===== src/rtl/lc_prefetch_unit_if.sv =====
// Memory fetch port between the prefetch unit (master) and the memory (slave).
// The master holds fetch_req/fetch_addr until the slave returns fetch_ack with fetch_data.
interface lc_prefetch_unit_if #(parameter int LC_W = 26);
  logic            fetch_req;
  logic [LC_W-3:0] fetch_addr;
  logic            fetch_ack;
  logic [31:0]     fetch_data;

  modport master (output fetch_req, fetch_addr, input fetch_ack, fetch_data);
  modport slave  (input fetch_req, fetch_addr, output fetch_ack, fetch_data);
endinterface


===== src/rtl/lc_prefetch_unit.sv =====
// Location counter with a sequential 32-bit word prefetch queue.
// The LC steps by byte or halfword; the head queue entry supplies the current
// halfword/byte, and a one-outstanding fetch FSM keeps the queue topped up.
module lc_prefetch_unit #(
  parameter int LC_W  = 26,
  parameter int DEPTH = 2
) (
  input  logic             clk,
  input  logic             reset,
  input  logic             step,
  input  logic             lc_load,
  input  logic [LC_W-1:0]  lc_load_val,
  input  logic             lc_inc,
  input  logic             byte_mode,
  lc_prefetch_unit_if.master mem,
  output logic [LC_W-1:0]  lc,
  output logic             inst_valid,
  output logic [15:0]      inst,
  output logic             needfetch
);
  localparam int WA_W  = LC_W - 2;
  localparam int CNT_W = $clog2(DEPTH + 1);

  typedef enum logic [1:0] {IDLE, REQ, DROP} state_t;
  typedef struct packed {
    logic [WA_W-1:0] tag;
    logic [31:0]     data;
  } entry_t;

  state_t                 state_q, state_d;
  logic [LC_W-1:0]        lc_q, lc_d, lc_step;
  logic [CNT_W-1:0]       count_q, count_d, wr_idx;
  entry_t [DEPTH-1:0]     q_q, q_d;
  logic [WA_W-1:0]        addr_q, addr_d, last_tag_q, last_tag_d;
  logic                   do_load, do_inc, pop, push;
  entry_t                 head;
  logic [15:0]            half_v;
  logic [7:0]             byte_v;

  // LC next value plus the pop/push decisions that depend on it
  always_comb begin
    do_load = step & lc_load;
    do_inc  = step & lc_inc & ~lc_load;
    lc_step = lc_q + (byte_mode ? LC_W'(1) : LC_W'(2));
    lc_d    = lc_q;
    if (do_load)     lc_d = lc_load_val;
    else if (do_inc) lc_d = lc_step;
    // Only an increment that leaves the current word retires the head
    pop  = do_inc && (count_q != '0) && (lc_step[LC_W-1:2] != lc_q[LC_W-1:2]);
    // A load in the same cycle as an ack discards the returning word
    push = (state_q == REQ) && mem.fetch_ack && !do_load;
  end

  // Queue next state: shift on pop, write behind the surviving entries on push
  always_comb begin
    q_d        = q_q;
    count_d    = count_q;
    last_tag_d = last_tag_q;
    wr_idx     = count_q - CNT_W'(pop);
    if (do_load) begin
      count_d = '0;
    end else begin
      if (pop)
        for (int i = 0; i < DEPTH - 1; i++) q_d[i] = q_q[i+1];
      if (push) begin
        for (int i = 0; i < DEPTH; i++)
          if (CNT_W'(i) == wr_idx) begin
            q_d[i].tag  = addr_q;
            q_d[i].data = mem.fetch_data;
          end
        last_tag_d = addr_q;
      end
      count_d = count_q - CNT_W'(pop) + CNT_W'(push);
    end
  end

  // Fetch FSM: issue when there is room, hold until ack, swallow data after a flush
  always_comb begin
    state_d = state_q;
    addr_d  = addr_q;
    case (state_q)
      IDLE: if (count_d < CNT_W'(DEPTH)) begin
        state_d = REQ;
        addr_d  = (count_d == '0) ? lc_d[LC_W-1:2] : last_tag_d + WA_W'(1);
      end
      REQ: begin
        if (mem.fetch_ack)  state_d = IDLE;
        else if (do_load)   state_d = DROP;
      end
      DROP: if (mem.fetch_ack) state_d = IDLE;
      default: state_d = IDLE;
    endcase
  end

  // State registers
  always_ff @(posedge clk) begin
    if (reset) begin
      state_q    <= IDLE;
      lc_q       <= '0;
      count_q    <= '0;
      q_q        <= '0;
      addr_q     <= '0;
      last_tag_q <= '0;
    end else begin
      state_q    <= state_d;
      lc_q       <= lc_d;
      count_q    <= count_d;
      q_q        <= q_d;
      addr_q     <= addr_d;
      last_tag_q <= last_tag_d;
    end
  end

  // Instruction select from the head word at the registered LC
  always_comb begin
    head       = q_q[0];
    inst_valid = (count_q != '0) && (head.tag == lc_q[LC_W-1:2]);
    half_v     = lc_q[1] ? head.data[31:16] : head.data[15:0];
    case (lc_q[1:0])
      2'd0:    byte_v = head.data[7:0];
      2'd1:    byte_v = head.data[15:8];
      2'd2:    byte_v = head.data[23:16];
      default: byte_v = head.data[31:24];
    endcase
    inst = '0;
    if (inst_valid) inst = byte_mode ? {8'h00, byte_v} : half_v;
  end

  assign needfetch      = ~inst_valid;
  assign lc             = lc_q;
  assign mem.fetch_req  = (state_q != IDLE);
  assign mem.fetch_addr = addr_q;
endmodule


===== src/flat_wrapper.sv =====
// flat-port wrapper written by rule: the top's interface ports become plain ports
module lc_prefetch_unit_flat 
#(
  parameter int LC_W  = 26,
  parameter int DEPTH = 2
)
  (clk, reset, step, lc_load, lc_load_val, lc_inc, byte_mode, lc, inst_valid, inst, needfetch, mem_fetch_req, mem_fetch_addr, mem_fetch_ack, mem_fetch_data);
  lc_prefetch_unit_if #(.LC_W(LC_W)) mem_i ();
  input  logic clk;
  input  logic reset;
  input  logic step;
  input  logic lc_load;
  input  logic [LC_W-1:0] lc_load_val;
  input  logic lc_inc;
  input  logic byte_mode;
  output logic [LC_W-1:0] lc;
  output logic inst_valid;
  output logic [15:0] inst;
  output logic needfetch;
  output wire logic [$bits(mem_i.fetch_req)-1:0] mem_fetch_req;
  output wire logic [$bits(mem_i.fetch_addr)-1:0] mem_fetch_addr;
  input wire logic [$bits(mem_i.fetch_ack)-1:0] mem_fetch_ack;
  input wire logic [$bits(mem_i.fetch_data)-1:0] mem_fetch_data;
  assign mem_fetch_req = mem_i.fetch_req;
  assign mem_fetch_addr = mem_i.fetch_addr;
  assign mem_i.fetch_ack = mem_fetch_ack;
  assign mem_i.fetch_data = mem_fetch_data;
  lc_prefetch_unit #(.LC_W(LC_W), .DEPTH(DEPTH)) u_core (.clk(clk), .reset(reset), .step(step), .lc_load(lc_load), .lc_load_val(lc_load_val), .lc_inc(lc_inc), .byte_mode(byte_mode), .mem(mem_i), .lc(lc), .inst_valid(inst_valid), .inst(inst), .needfetch(needfetch));
endmodule

===== config.mk =====
export PLATFORM = sky130hd
export DESIGN_NAME = lc_prefetch_unit_flat
export DESIGN_NICKNAME = d
export VERILOG_FILES = /design/src/rtl/lc_prefetch_unit_if.sv /design/src/rtl/lc_prefetch_unit.sv /design/src/flat_wrapper.sv
export SDC_FILE = /design/constraint.sdc
export NUM_CORES = 1
export LEC_CHECK = 0
export ABC_CLOCK_PERIOD_IN_PS = 5800
export CAP_MARGIN = 25
export CORE_AREA = 2 2 137 139
export CTS_CLUSTER_DIAMETER = 30
export DETAILED_ROUTE_END_ITERATION = 10
export DIE_AREA = 0 0 139 141
export PLACE_DENSITY_LB_ADDON = 0.05
export SLEW_MARGIN = 20
export SYNTH_ARGS = -nofsm -noshare
export SYNTH_HDL_FRONTEND = slang
export SYNTH_SLANG_ARGS = --single-unit

===== constraint.sdc =====
create_clock -name clk -period 5.8 [get_ports clk]
set_input_delay 1.16 -clock clk [delete_from_list [all_inputs] [get_ports clk]]
set_output_delay 1.16 -clock clk [all_outputs]
set_load 0.02 [all_outputs]

==> impl_results.html, run 1 <==
<table>
<tr><th>Metric</th><th>Value</th></tr>
<tr><th colspan="2">Floorplan</th></tr>
<tr><td>Core box area</td><td>18300 µm²</td></tr>
<tr><td>Die span in y</td><td>141 µm</td></tr>
<tr><td>Total I/O pin count</td><td>about 130</td></tr>
<tr><td>Width of the die</td><td>139 µm</td></tr>
<tr><td>Area enclosed by the die boundary</td><td>~20000 µm²</td></tr>
<tr><td>Site row count</td><td>50</td></tr>
<tr><td>Initial core utilization</td><td>between 50% and 60%</td></tr>
<tr><th colspan="2">Timing</th></tr>
<tr><td>Hold violation count in the final report</td><td>0</td></tr>
<tr><td>Crit path time final</td><td>4.52 ns</td></tr>
<tr><td>Worst-case clock skew</td><td>between 0.008 and 0.009 ns</td></tr>
<tr><td>Sum Neg Setup Slack</td><td>0 ns</td></tr>
<tr><td>Crit share post-route</td><td>a little under 80%</td></tr>
<tr><td>Final number of max-transition violations</td><td>0</td></tr>
<tr><td>Headroom to the max-slew limit</td><td>between 30% and 40%</td></tr>
<tr><td>Unrepaired setup endpoints after global routing</td><td>no</td></tr>
<tr><td>Final setup vio count</td><td>0</td></tr>
<tr><td>Transition time at the pin with the least slew margin</td><td>about 1.0 ns</td></tr>
<tr><td>Highest achievable clock rate</td><td>221 MHz</td></tr>
<tr><th colspan="2">Power</th></tr>
<tr><td>Combinational share of power</td><td>14.5%</td></tr>
<tr><td>Reg power frac</td><td>45.5%</td></tr>
<tr><td>Sw frac</td><td>a little over a quarter</td></tr>
<tr><td>Total power per unit cell area</td><td>~280 nW/µm²</td></tr>
<tr><td>Overall Power</td><td>about 3300 µW</td></tr>
<tr><td>Int Pwr</td><td>2400 µW</td></tr>
<tr><td>Switching power</td><td>864 µW</td></tr>
<tr><td>Portion of total power attributed to the clock network</td><td>between 40% and 50%</td></tr>
<tr><td>Leakage power of the design</td><td>between 0.004 and 0.005 µW</td></tr>
<tr><td>Worst-case vdd ir drop</td><td>around 210 µV</td></tr>
<tr><th colspan="2">Critical path</th></tr>
<tr><td>Crit path launch type</td><td>flop</td></tr>
<tr><td>Critical path, cell by cell</td><td>xor2_1, nor3_1, nand4_1, nand2b_1, nor2_1, clkdlybuf4s50_1</td></tr>
<tr><td>Worst-path cell with the longest stage delay</td><td>sky130_fd_sc_hd__dfxtp_1</td></tr>
<tr><td>Reg2reg start</td><td>u_core.lc[0]$_SDFFE_PP0P_</td></tr>
<tr><td>CP Data Arrival Time</td><td>3.36 ns</td></tr>
<tr><td>Endpoint of the worst register-to-register path</td><td>u_core.mem.fetch_addr[23]$_SDFFE_PP0P_</td></tr>
<tr><td>Data required time of the critical path</td><td>4.64 ns</td></tr>
<tr><td>Element type at the critical path end</td><td>output port</td></tr>
<tr><td>Crit-path max FO</td><td>12</td></tr>
<tr><td>Number of cells traversed by the worst register-to-register path</td><td>12</td></tr>
<tr><td>Reg2Reg Setup Slack</td><td>about 2.1 ns</td></tr>
<tr><td>Worst Setup Path Type</td><td>flop to output port</td></tr>
<tr><td>Crit-path max cell delay</td><td>0.63 ns</td></tr>
<tr><th colspan="2">Logic synthesis</th></tr>
<tr><td>Mapped Area</td><td>9760 µm²</td></tr>
<tr><td>Number of standard cells after synthesis</td><td>approximately 1200</td></tr>
<tr><td>Most common flop cell mapped by yosys</td><td>sky130_fd_sc_hd__dfxtp_1</td></tr>
<tr><td>Average footprint of a synthesized cell</td><td>8.36 µm²</td></tr>
<tr><td>Basic-gate share of the synthesized area counting and, or, nand and nor cells</td><td>a little over a fifth</td></tr>
<tr><td>Combinational family with the most area after synthesis</td><td>simple AND/OR/NAND/NOR gates</td></tr>
<tr><td>Number of nets produced by synthesis</td><td>1238</td></tr>
<tr><td>Ys async rst share</td><td>0%</td></tr>
<tr><td>Compound-Gate Fraction of Synth Area</td><td>between 15 and 20%</td></tr>
<tr><td>Flip-flop and latch count after synthesis</td><td>between 150 and 200</td></tr>
<tr><td>Sequential-to-total area share from yosys stat</td><td>between 30% and 40%</td></tr>
<tr><td>Synth Area in XOR/XNOR</td><td>~6.2%</td></tr>
<tr><td>Number of enable flip-flop cells after synthesis</td><td>0</td></tr>
<tr><td>Total number of yosys warnings</td><td>0</td></tr>
<tr><td>Adder-cell share of the synthesized area</td><td>0.846%</td></tr>
<tr><td>Number of distinct library cells after synthesis</td><td>67</td></tr>
<tr><td>Post-synthesis mux area share</td><td>roughly an eighth</td></tr>
<tr><th colspan="2">Status</th></tr>
<tr><td>Result of the run</td><td>finished clean</td></tr>
<tr><th colspan="2">Final layout</th></tr>
<tr><td>Antenna diodes</td><td>0</td></tr>
<tr><td>Net count of the finished layout</td><td>1310</td></tr>
<tr><td>Layout-stage area growth over the synthesis result</td><td>20.7%</td></tr>
<tr><td>Number of inserted filler cells in the final layout</td><td>~1600</td></tr>
<tr><td>Layout cells sized above 1</td><td>under 10%</td></tr>
<tr><th colspan="2">Clocking</th></tr>
<tr><td>CTS tree</td><td>yes</td></tr>
<tr><td>Quantity of gates resized following cts</td><td>0</td></tr>
<tr><td>Clk sink count</td><td>between 150 and 200</td></tr>
<tr><td>Cell at the root of the clock tree</td><td>sky130_fd_sc_hd__clkbuf_16</td></tr>
<tr><td>Clock Latency Late Sink</td><td>between 0.4 and 0.5 ns</td></tr>
<tr><td>Number of buffers created by CTS</td><td>17</td></tr>
<tr><td>Post-CTS Setup Bufs</td><td>0</td></tr>
<tr><td>Level count of the clock H-tree</td><td>4</td></tr>
<tr><td>CTS Hold Bufs</td><td>0</td></tr>
<tr><td>CTS Buffer Depth</td><td>2</td></tr>
<tr><td>Clock transition at path regs</td><td>0.06 ns</td></tr>
<tr><th colspan="2">Global routing</th></tr>
<tr><td>Initial antenna violation count</td><td>0</td></tr>
<tr><td>Via count of the first global-routing pass</td><td>~8000</td></tr>
<tr><td>Largest net degree at the start of global routing</td><td>134</td></tr>
<tr><td>GRT overflow</td><td>0</td></tr>
<tr><td>Global-route wire length before repair</td><td>44.1 mm</td></tr>
<tr><td>Global router's overall resource usage</td><td>between 20% and 30%</td></tr>
<tr><th colspan="2">Detailed routing</th></tr>
<tr><td>First-pass iteration count of the detailed router</td><td>7</td></tr>
<tr><td>Iter 0 DRT Violations</td><td>around 660</td></tr>
<tr><td>Total Wirelength</td><td>between 20 and 30 mm</td></tr>
<tr><td>Routed vias/inst</td><td>between 5 and 6</td></tr>
<tr><td>Vias</td><td>approximately 8700</td></tr>
<tr><td>Residual DRC</td><td>0</td></tr>
<tr><td>Mean routed wirelength per cell</td><td>about 19 µm</td></tr>
<tr><td>Routed Antenna Nets</td><td>0</td></tr>
<tr><th colspan="2">Hold path</th></tr>
<tr><td>Hold crit path type</td><td>flop to flop</td></tr>
<tr><td>Cell count of the worst hold path</td><td>2</td></tr>
<tr><td>Hold path startpoint</td><td>u_core.q_q[110]$_SDFFE_PP0P_</td></tr>
<tr><td>End of the worst hold path</td><td>u_core.q_q[110]$_SDFFE_PP0P_</td></tr>
<tr><th colspan="2">Place</th></tr>
<tr><td>Buffers added on ports</td><td>approximately 130</td></tr>
<tr><td>Final RePlAce weighted congestion</td><td>approximately 0.9</td></tr>
<tr><td>HPWL after DPL</td><td>19.1 mm</td></tr>
<tr><th colspan="2">Job</th></tr>
<tr><td>Max Cap Violations</td><td>0</td></tr>
</table>
[state kept, by name, indices dropped and copies added (netlist names)]
signal,count
u_core.head,56
u_core.state_q,2
u_core.mem.fetch_addr,24
u_core.count_q,2
u_core.lc,26
u_core.last_tag_q,24
u_core.q_q,56
[power groups by stage]
stage	clock network, µW	registers (µW)	logic (µW)
floorplan	0	1490	277
global placement	0	1510	463
detailed placement	0	1510	470
CTS	1320	1480	473
global route	1370	1490	512
finish	1300	1480	472
[through the flow]
| step | hold WS, ns | setup WS [ns] | std cells | instance area [µm²] | utilization (%) |
|---|---|---|---|---|---|
| 2_1_floorplan | 0.436 | 1.08 | 1167 | 9760 | - |
| 3_3_place_gp | 0.442 | 1.07 | 1452 | 11100 | 60.7 |
| 3_5_place_dp | 0.449 | 0.909 | 1454 | 11100 | 60.9 |
| 4_1_cts | 0.457 | 1.27 | 1485 | 11800 | 64.5 |
| 5_1_grt | 0.472 | 1.07 | 1485 | 11800 | 64.5 |
| 6_report | 0.456 | 1.28 | 1485 | 11800 | 64.5 |
[Yosys cell counts, types with 2 or more instances]
cell type	number	area (µm²)
sky130_fd_sc_hd__dfxtp_1	190	3800
sky130_fd_sc_hd__nand2_1	167	627
sky130_fd_sc_hd__nor2_1	156	586
sky130_fd_sc_hd__mux2i_1	97	971
sky130_fd_sc_hd__a21oi_1	89	445
sky130_fd_sc_hd__a211oi_1	87	653
sky130_fd_sc_hd__clkbuf_1	61	229
sky130_fd_sc_hd__xnor2_1	39	342
sky130_fd_sc_hd__nor3_1	30	150
sky130_fd_sc_hd__xor2_1	30	263
sky130_fd_sc_hd__buf_2	22	110
sky130_fd_sc_hd__nand4_1	21	131
sky130_fd_sc_hd__inv_1	16	60.1
sky130_fd_sc_hd__nand3_1	14	70.1
sky130_fd_sc_hd__nor4_1	11	68.8
sky130_fd_sc_hd__mux4_2	8	180
sky130_fd_sc_hd__o21ai_0	7	35.0
sky130_fd_sc_hd__a31oi_1	6	37.5
sky130_fd_sc_hd__and3_1	6	37.5
sky130_fd_sc_hd__and4_1	6	52.6
sky130_fd_sc_hd__nor2b_1	6	37.5
sky130_fd_sc_hd__buf_1	5	18.8
sky130_fd_sc_hd__ha_1	5	62.6
sky130_fd_sc_hd__mux2_2	5	56.3
sky130_fd_sc_hd__nor4_2	5	62.6
sky130_fd_sc_hd__o211ai_1	5	37.5
sky130_fd_sc_hd__o21a_1	5	37.5
sky130_fd_sc_hd__or3_1	5	31.3
sky130_fd_sc_hd__a221oi_1	4	35.0
sky130_fd_sc_hd__nand3b_1	4	30.0
sky130_fd_sc_hd__nand2b_1	3	18.8
sky130_fd_sc_hd__nor3_2	3	30.0
sky130_fd_sc_hd__o22ai_1	3	18.8
sky130_fd_sc_hd__a211o_1	2	17.5
sky130_fd_sc_hd__a211oi_2	2	25.0
sky130_fd_sc_hd__a22oi_1	2	15.0
sky130_fd_sc_hd__and3b_1	2	17.5
sky130_fd_sc_hd__buf_4	2	15.0
sky130_fd_sc_hd__buf_6	2	22.5
sky130_fd_sc_hd__mux2_4	2	30.0
sky130_fd_sc_hd__nor4b_1	2	17.5
sky130_fd_sc_hd__o2111ai_1	2	17.5
sky130_fd_sc_hd__o21ai_1	2	10.0
sky130_fd_sc_hd__o31ai_1	2	15.0
sky130_fd_sc_hd__o41ai_1	2	17.5
[cells in the final DEF (no fill, tap or decap), drive strengths merged, types with 10 or more instances in the layout]
master / n
a21oi: 89
buf: 14
nor3: 33
nand4: 22
clkdlybuf4s50: 132
dfxtp: 190
mux2i: 97
xnor2: 39
nor2: 156
clkbuf: 20
o21ai: 10
nand2: 168
nor4: 16
inv: 17
nand3: 14
a211oi: 89
xor2: 30
[final cells by class]
cell class / instances / area [µm²] / share of cell area, %
Timing Repair Buffer: 146 / 1460 / 12.3
Sequential cell: 190 / 3800 / 32.3
Clock inverter: 11 / 215 / 1.83
Tap cell: 234 / 293 / 2.48
Inverter: 18 / 67.6 / 0.573
Clock buffer: 20 / 437 / 3.71
Multi-Input combinational cell: 866 / 5510 / 46.8
[critical path, delay by kind of cell (launching register included)]
family,cells,cell delay (ns)
simple gates,4,1.56
xor+xnor,1,0.13
flops,1,0.63
buf+inv,1,0.62
[per-layer routing]
layer,share of wire [%],GRT usage (%)
met1,44,37.5
met2,48,46.3
met4,1.9,8.29
met5,0,0
met3,5.7,4.96
[worst max-delay path by stage]
stage                                  startpoint                                     end  slack, ns  cells past startpoint
final                     u_core.lc[2]$_SDFF_PP0_                                inst[14]       1.28                      6
after global routing      u_core.lc[2]$_SDFF_PP0_                                inst[14]       1.07                      6
after CTS                 u_core.lc[2]$_SDFF_PP0_                                inst[14]       1.27                      6
after detailed placement                byte_mode  u_core.mem.fetch_addr[23]$_SDFFE_PP0P_       0.91                     15
after global placement                  byte_mode  u_core.mem.fetch_addr[23]$_SDFFE_PP0P_       1.07                     15
after floorplan                         byte_mode  u_core.mem.fetch_addr[23]$_SDFFE_PP0P_       1.08                     17
[kinds of logic (layout without fill, tap and decap cells)]
kind of cell	Yosys count	after routing
compound gates	227	227
xor+xnor	69	69
fa+ha+maj	6	6
buf+inv	111	195
flops	190	190
mux	112	112
simple gates	452	452
Power figures use the tool's default switching activity.
==> inputs of run 2 (changes only) <==
--- a/config.mk
+++ b/config.mk
@@ -5,7 +5,7 @@
 export SDC_FILE = /design/constraint.sdc
 export NUM_CORES = 1
 export LEC_CHECK = 0
-export ABC_CLOCK_PERIOD_IN_PS = 5800
+export ABC_CLOCK_PERIOD_IN_PS = 4200
 export CAP_MARGIN = 25
 export CORE_AREA = 2 2 137 139
 export CTS_CLUSTER_DIAMETER = 30
==> constraint.sdc (replaced) <==
create_clock -name clk -period 4.2 [get_ports clk]
set_input_delay 0.84 -clock clk [delete_from_list [all_inputs] [get_ports clk]]
set_output_delay 0.84 -clock clk [all_outputs]
set_load 0.02 [all_outputs]
==> impl_results.html, run 2 (synthesis results as in run 1) <==
<table>
<tr><th>Metric</th><th>Value</th></tr>
<tr><th colspan="2">Clocking</th></tr>
<tr><td>Number of buffers created by CTS</td><td>17 (unchanged)</td></tr>
<tr><td>Cell at the root of the clock tree</td><td>sky130_fd_sc_hd__clkbuf_16</td></tr>
<tr><td>CTS Hold Bufs</td><td>0 (unchanged)</td></tr>
<tr><td>Clk sink count</td><td>190 (unchanged)</td></tr>
<tr><td>Clock transition at path regs</td><td>0.07 ns (about the same)</td></tr>
<tr><td>Quantity of gates resized following cts</td><td>0 (unchanged)</td></tr>
<tr><td>Clock Latency Late Sink</td><td>0.44 ns (about the same)</td></tr>
<tr><td>Post-CTS Setup Bufs</td><td>0 (unchanged)</td></tr>
<tr><td>CTS tree</td><td>yes</td></tr>
<tr><td>CTS Buffer Depth</td><td>2 (unchanged)</td></tr>
<tr><td>Level count of the clock H-tree</td><td>4 (unchanged)</td></tr>
<tr><th colspan="2">Hold path</th></tr>
<tr><td>Hold path startpoint</td><td>u_core.q_q[111]$_SDFFE_PP0P_</td></tr>
<tr><td>End of the worst hold path</td><td>u_core.q_q[111]$_SDFFE_PP0P_</td></tr>
<tr><td>Hold crit path type</td><td>flop to flop</td></tr>
<tr><td>Cell count of the worst hold path</td><td>2 (unchanged)</td></tr>
<tr><th colspan="2">Detailed routing</th></tr>
<tr><td>Mean routed wirelength per cell</td><td>18.7 µm (-0.60%)</td></tr>
<tr><td>Routed vias/inst</td><td>5.82 (-0.76%)</td></tr>
<tr><td>Routed Antenna Nets</td><td>0 (unchanged)</td></tr>
<tr><td>Total Wirelength</td><td>28.1 mm (+0.53%)</td></tr>
<tr><td>Iter 0 DRT Violations</td><td>624 (-5.3%)</td></tr>
<tr><td>Vias</td><td>8735 (+0.38%)</td></tr>
<tr><td>Residual DRC</td><td>0 (unchanged)</td></tr>
<tr><td>First-pass iteration count of the detailed router</td><td>5 (-2)</td></tr>
<tr><th colspan="2">Place</th></tr>
<tr><td>HPWL after DPL</td><td>19.2 mm (+0.56%)</td></tr>
<tr><td>Buffers added on ports</td><td>133 (unchanged)</td></tr>
<tr><td>Final RePlAce weighted congestion</td><td>0.905 (+3.3%)</td></tr>
<tr><th colspan="2">Power</th></tr>
<tr><td>Switching power</td><td>1280 µW (+49%)</td></tr>
<tr><td>Overall Power</td><td>4400 µW (+35%)</td></tr>
<tr><td>Worst-case vdd ir drop</td><td>271 µV (+26%)</td></tr>
<tr><td>Portion of total power attributed to the clock network</td><td>38.1% (-1.9 points)</td></tr>
<tr><td>Total power per unit cell area</td><td>370 nW/µm² (+34%)</td></tr>
<tr><td>Reg power frac</td><td>46.5% (+1.0 points)</td></tr>
<tr><td>Sw frac</td><td>29.2% (+2.7 points)</td></tr>
<tr><td>Combinational share of power</td><td>15.5% (+1.0 points)</td></tr>
<tr><td>Leakage power of the design</td><td>0.00415 µW (+1.5%)</td></tr>
<tr><td>Int Pwr</td><td>3120 µW (+30%)</td></tr>
<tr><th colspan="2">Final layout</th></tr>
<tr><td>Number of inserted filler cells in the final layout</td><td>1617 (-0.062%)</td></tr>
<tr><td>Antenna diodes</td><td>0 (unchanged)</td></tr>
<tr><td>Reg area</td><td>3800 µm² (unchanged)</td></tr>
<tr><td>Layout cells sized above 1</td><td>8.04% (+1.6 points)</td></tr>
<tr><td>Most frequent standard cell in the layout excluding fill and tap cells</td><td>sky130_fd_sc_hd__dfxtp_1</td></tr>
<tr><td>Net count of the finished layout</td><td>1326 (+1.2%)</td></tr>
<tr><td>Area taken by multi-input logic gates</td><td>5520 µm² (+0.14%)</td></tr>
<tr><td>Top library cells by usage in the layout, fill and taps aside</td><td>sky130_fd_sc_hd__dfxtp_1, sky130_fd_sc_hd__nand2_1, sky130_fd_sc_hd__nor2_1</td></tr>
<tr><td>Layout-stage area growth over the synthesis result</td><td>21.8%</td></tr>
<tr><th colspan="2">Floorplan</th></tr>
<tr><td>Die span in y</td><td>141 µm (unchanged)</td></tr>
<tr><td>Total I/O pin count</td><td>134 (unchanged)</td></tr>
<tr><td>Site row count</td><td>50 (unchanged)</td></tr>
<tr><td>Area enclosed by the die boundary</td><td>19600 µm² (unchanged)</td></tr>
<tr><td>Width of the die</td><td>139 µm (unchanged)</td></tr>
<tr><td>Initial core utilization</td><td>53.4% (unchanged)</td></tr>
<tr><td>Core box area</td><td>18300 µm² (unchanged)</td></tr>
<tr><th colspan="2">Timing</th></tr>
<tr><td>Worst-case clock skew</td><td>0.00719 ns (-0.00152 ns)</td></tr>
<tr><td>Highest achievable clock rate</td><td>258 MHz</td></tr>
<tr><td>Unrepaired setup endpoints after global routing</td><td>no</td></tr>
<tr><td>Transition time at the pin with the least slew margin</td><td>0.998 ns (-0.0501 ns)</td></tr>
<tr><td>Final setup vio count</td><td>0 (unchanged)</td></tr>
<tr><td>Sum Neg Setup Slack</td><td>0 ns (unchanged)</td></tr>
<tr><td>Hold violation count in the final report</td><td>0 (unchanged)</td></tr>
<tr><td>Crit path time final</td><td>3.87 ns</td></tr>
<tr><td>Headroom to the max-slew limit</td><td>33.5% (+3.3 points)</td></tr>
<tr><td>Crit share post-route</td><td>~92%</td></tr>
<tr><td>Final number of max-transition violations</td><td>0 (unchanged)</td></tr>
<tr><th colspan="2">Global routing</th></tr>
<tr><td>Global-route wire length before repair</td><td>44.9 mm (+1.7%)</td></tr>
<tr><td>Initial antenna violation count</td><td>0 (unchanged)</td></tr>
<tr><td>Via count of the first global-routing pass</td><td>8283 (+0.50%)</td></tr>
<tr><td>Global router's overall resource usage</td><td>28.5% (+0.55 points)</td></tr>
<tr><td>GRT overflow</td><td>0 (unchanged)</td></tr>
<tr><td>Largest net degree at the start of global routing</td><td>113 (-16%)</td></tr>
<tr><th colspan="2">Critical path</th></tr>
<tr><td>Element type at the critical path end</td><td>output port</td></tr>
<tr><td>Number of cells traversed by the worst register-to-register path</td><td>12 (unchanged)</td></tr>
<tr><td>Data required time of the critical path</td><td>3.36 ns (-1.28 ns)</td></tr>
<tr><td>Crit-path max FO</td><td>8 (-4)</td></tr>
<tr><td>CP Data Arrival Time</td><td>3.03 ns (-0.33 ns)</td></tr>
<tr><td>Reg2Reg Setup Slack</td><td>0.79 ns (-1.30 ns)</td></tr>
<tr><td>Worst Setup Path Type</td><td>flop to output port</td></tr>
<tr><td>Reg2reg start</td><td>u_core.lc[0]$_SDFFE_PP0P_</td></tr>
<tr><td>Crit path launch type</td><td>flop</td></tr>
<tr><td>Endpoint of the worst register-to-register path</td><td>u_core.mem.fetch_addr[16]$_SDFFE_PP0P_</td></tr>
<tr><th colspan="2">Job</th></tr>
<tr><td>Max Cap Violations</td><td>0 (unchanged)</td></tr>
<tr><th colspan="2">Status</th></tr>
<tr><td>Result of the run</td><td>finished clean</td></tr>
</table>
==> run 2: final cells by class <==
class | instances | share of cell area [%]
clock inverter | 14 | 1.45
sequential | 190 | 32.0
tap | 234 | 2.46
multi-input combinational | 866 | 46.4
inverter | 18 | 0.568
clock buffer | 18 | 3.61
timing repair buffer | 162 | 13.5
==> run 2: critical path: stages (launching register included) <==
cell,delay (ns)
sky130_fd_sc_hd__dfxtp_1,0.30
sky130_fd_sc_hd__buf_4,0.16
sky130_fd_sc_hd__xnor2_1,0.25
sky130_fd_sc_hd__nand4_1,0.12
sky130_fd_sc_hd__nor4_1,0.27
sky130_fd_sc_hd__nand4_1,0.33
sky130_fd_sc_hd__nand2b_1,0.38
sky130_fd_sc_hd__nor2_1,0.16
sky130_fd_sc_hd__clkdlybuf4s50_1,0.61
==> run 2: worst max-delay path by stage <==
stage / startpoint / to / slack [ns] / depth (start not counted)
6_report: u_core.lc[4]$_SDFF_PP0_ / inst[15] / 0.33 / 8
5_1_grt: u_core.lc[5]$_SDFF_PP0_ / inst[9] / 0.11 / 7
3_5_place_dp: byte_mode / u_core.mem.fetch_addr[1]$_SDFFE_PP0P_ / 0.07 / 15
4_1_cts: u_core.lc[5]$_SDFF_PP0_ / inst[15] / 0.32 / 7
2_1_floorplan: byte_mode / u_core.mem.fetch_addr[4]$_SDFFE_PP0P_ / 0.05 / 18
3_3_place_gp: byte_mode / u_core.mem.fetch_addr[1]$_SDFFE_PP0P_ / 0.15 / 15
==> run 2: stage by stage <==
stage / utilization [%] / std cells / hold slack [ns] / setup slack, ns / cell area (µm²)
finish: 65.1 / 1502 / 0.455 / 0.329 / 11900
global route: 65.1 / 1502 / 0.477 / 0.111 / 11900
CTS: 65.1 / 1502 / 0.456 / 0.322 / 11900
detailed placement: 61.8 / 1470 / 0.447 / 0.0739 / 11300
global placement: 61.8 / 1470 / 0.443 / 0.145 / 11300
floorplan: - / 1167 / 0.436 / 0.0515 / 9770
==> run 2: power by group through the flow <==
stage          Sequential, µW  Combinational [µW]  Clock [µW]
2_1_floorplan            2060                 385           0
3_3_place_gp             2080                 669           0
3_5_place_dp             2080                 676           0
4_1_cts                  2040                 681        1700
5_1_grt                  2050                 736        1780
6_report                 2040                 681        1680
==> run 2: routing by layer <==
metal  vias to the layer above  share of wire (%)  GRT usage [%]
met5                         -                  0              0
met4                         0                1.6           8.13
met3                        39                6.0           4.35
met2                       302                 48           47.1
met1                      4098                 44           38.9
li1                       4296                  -              -
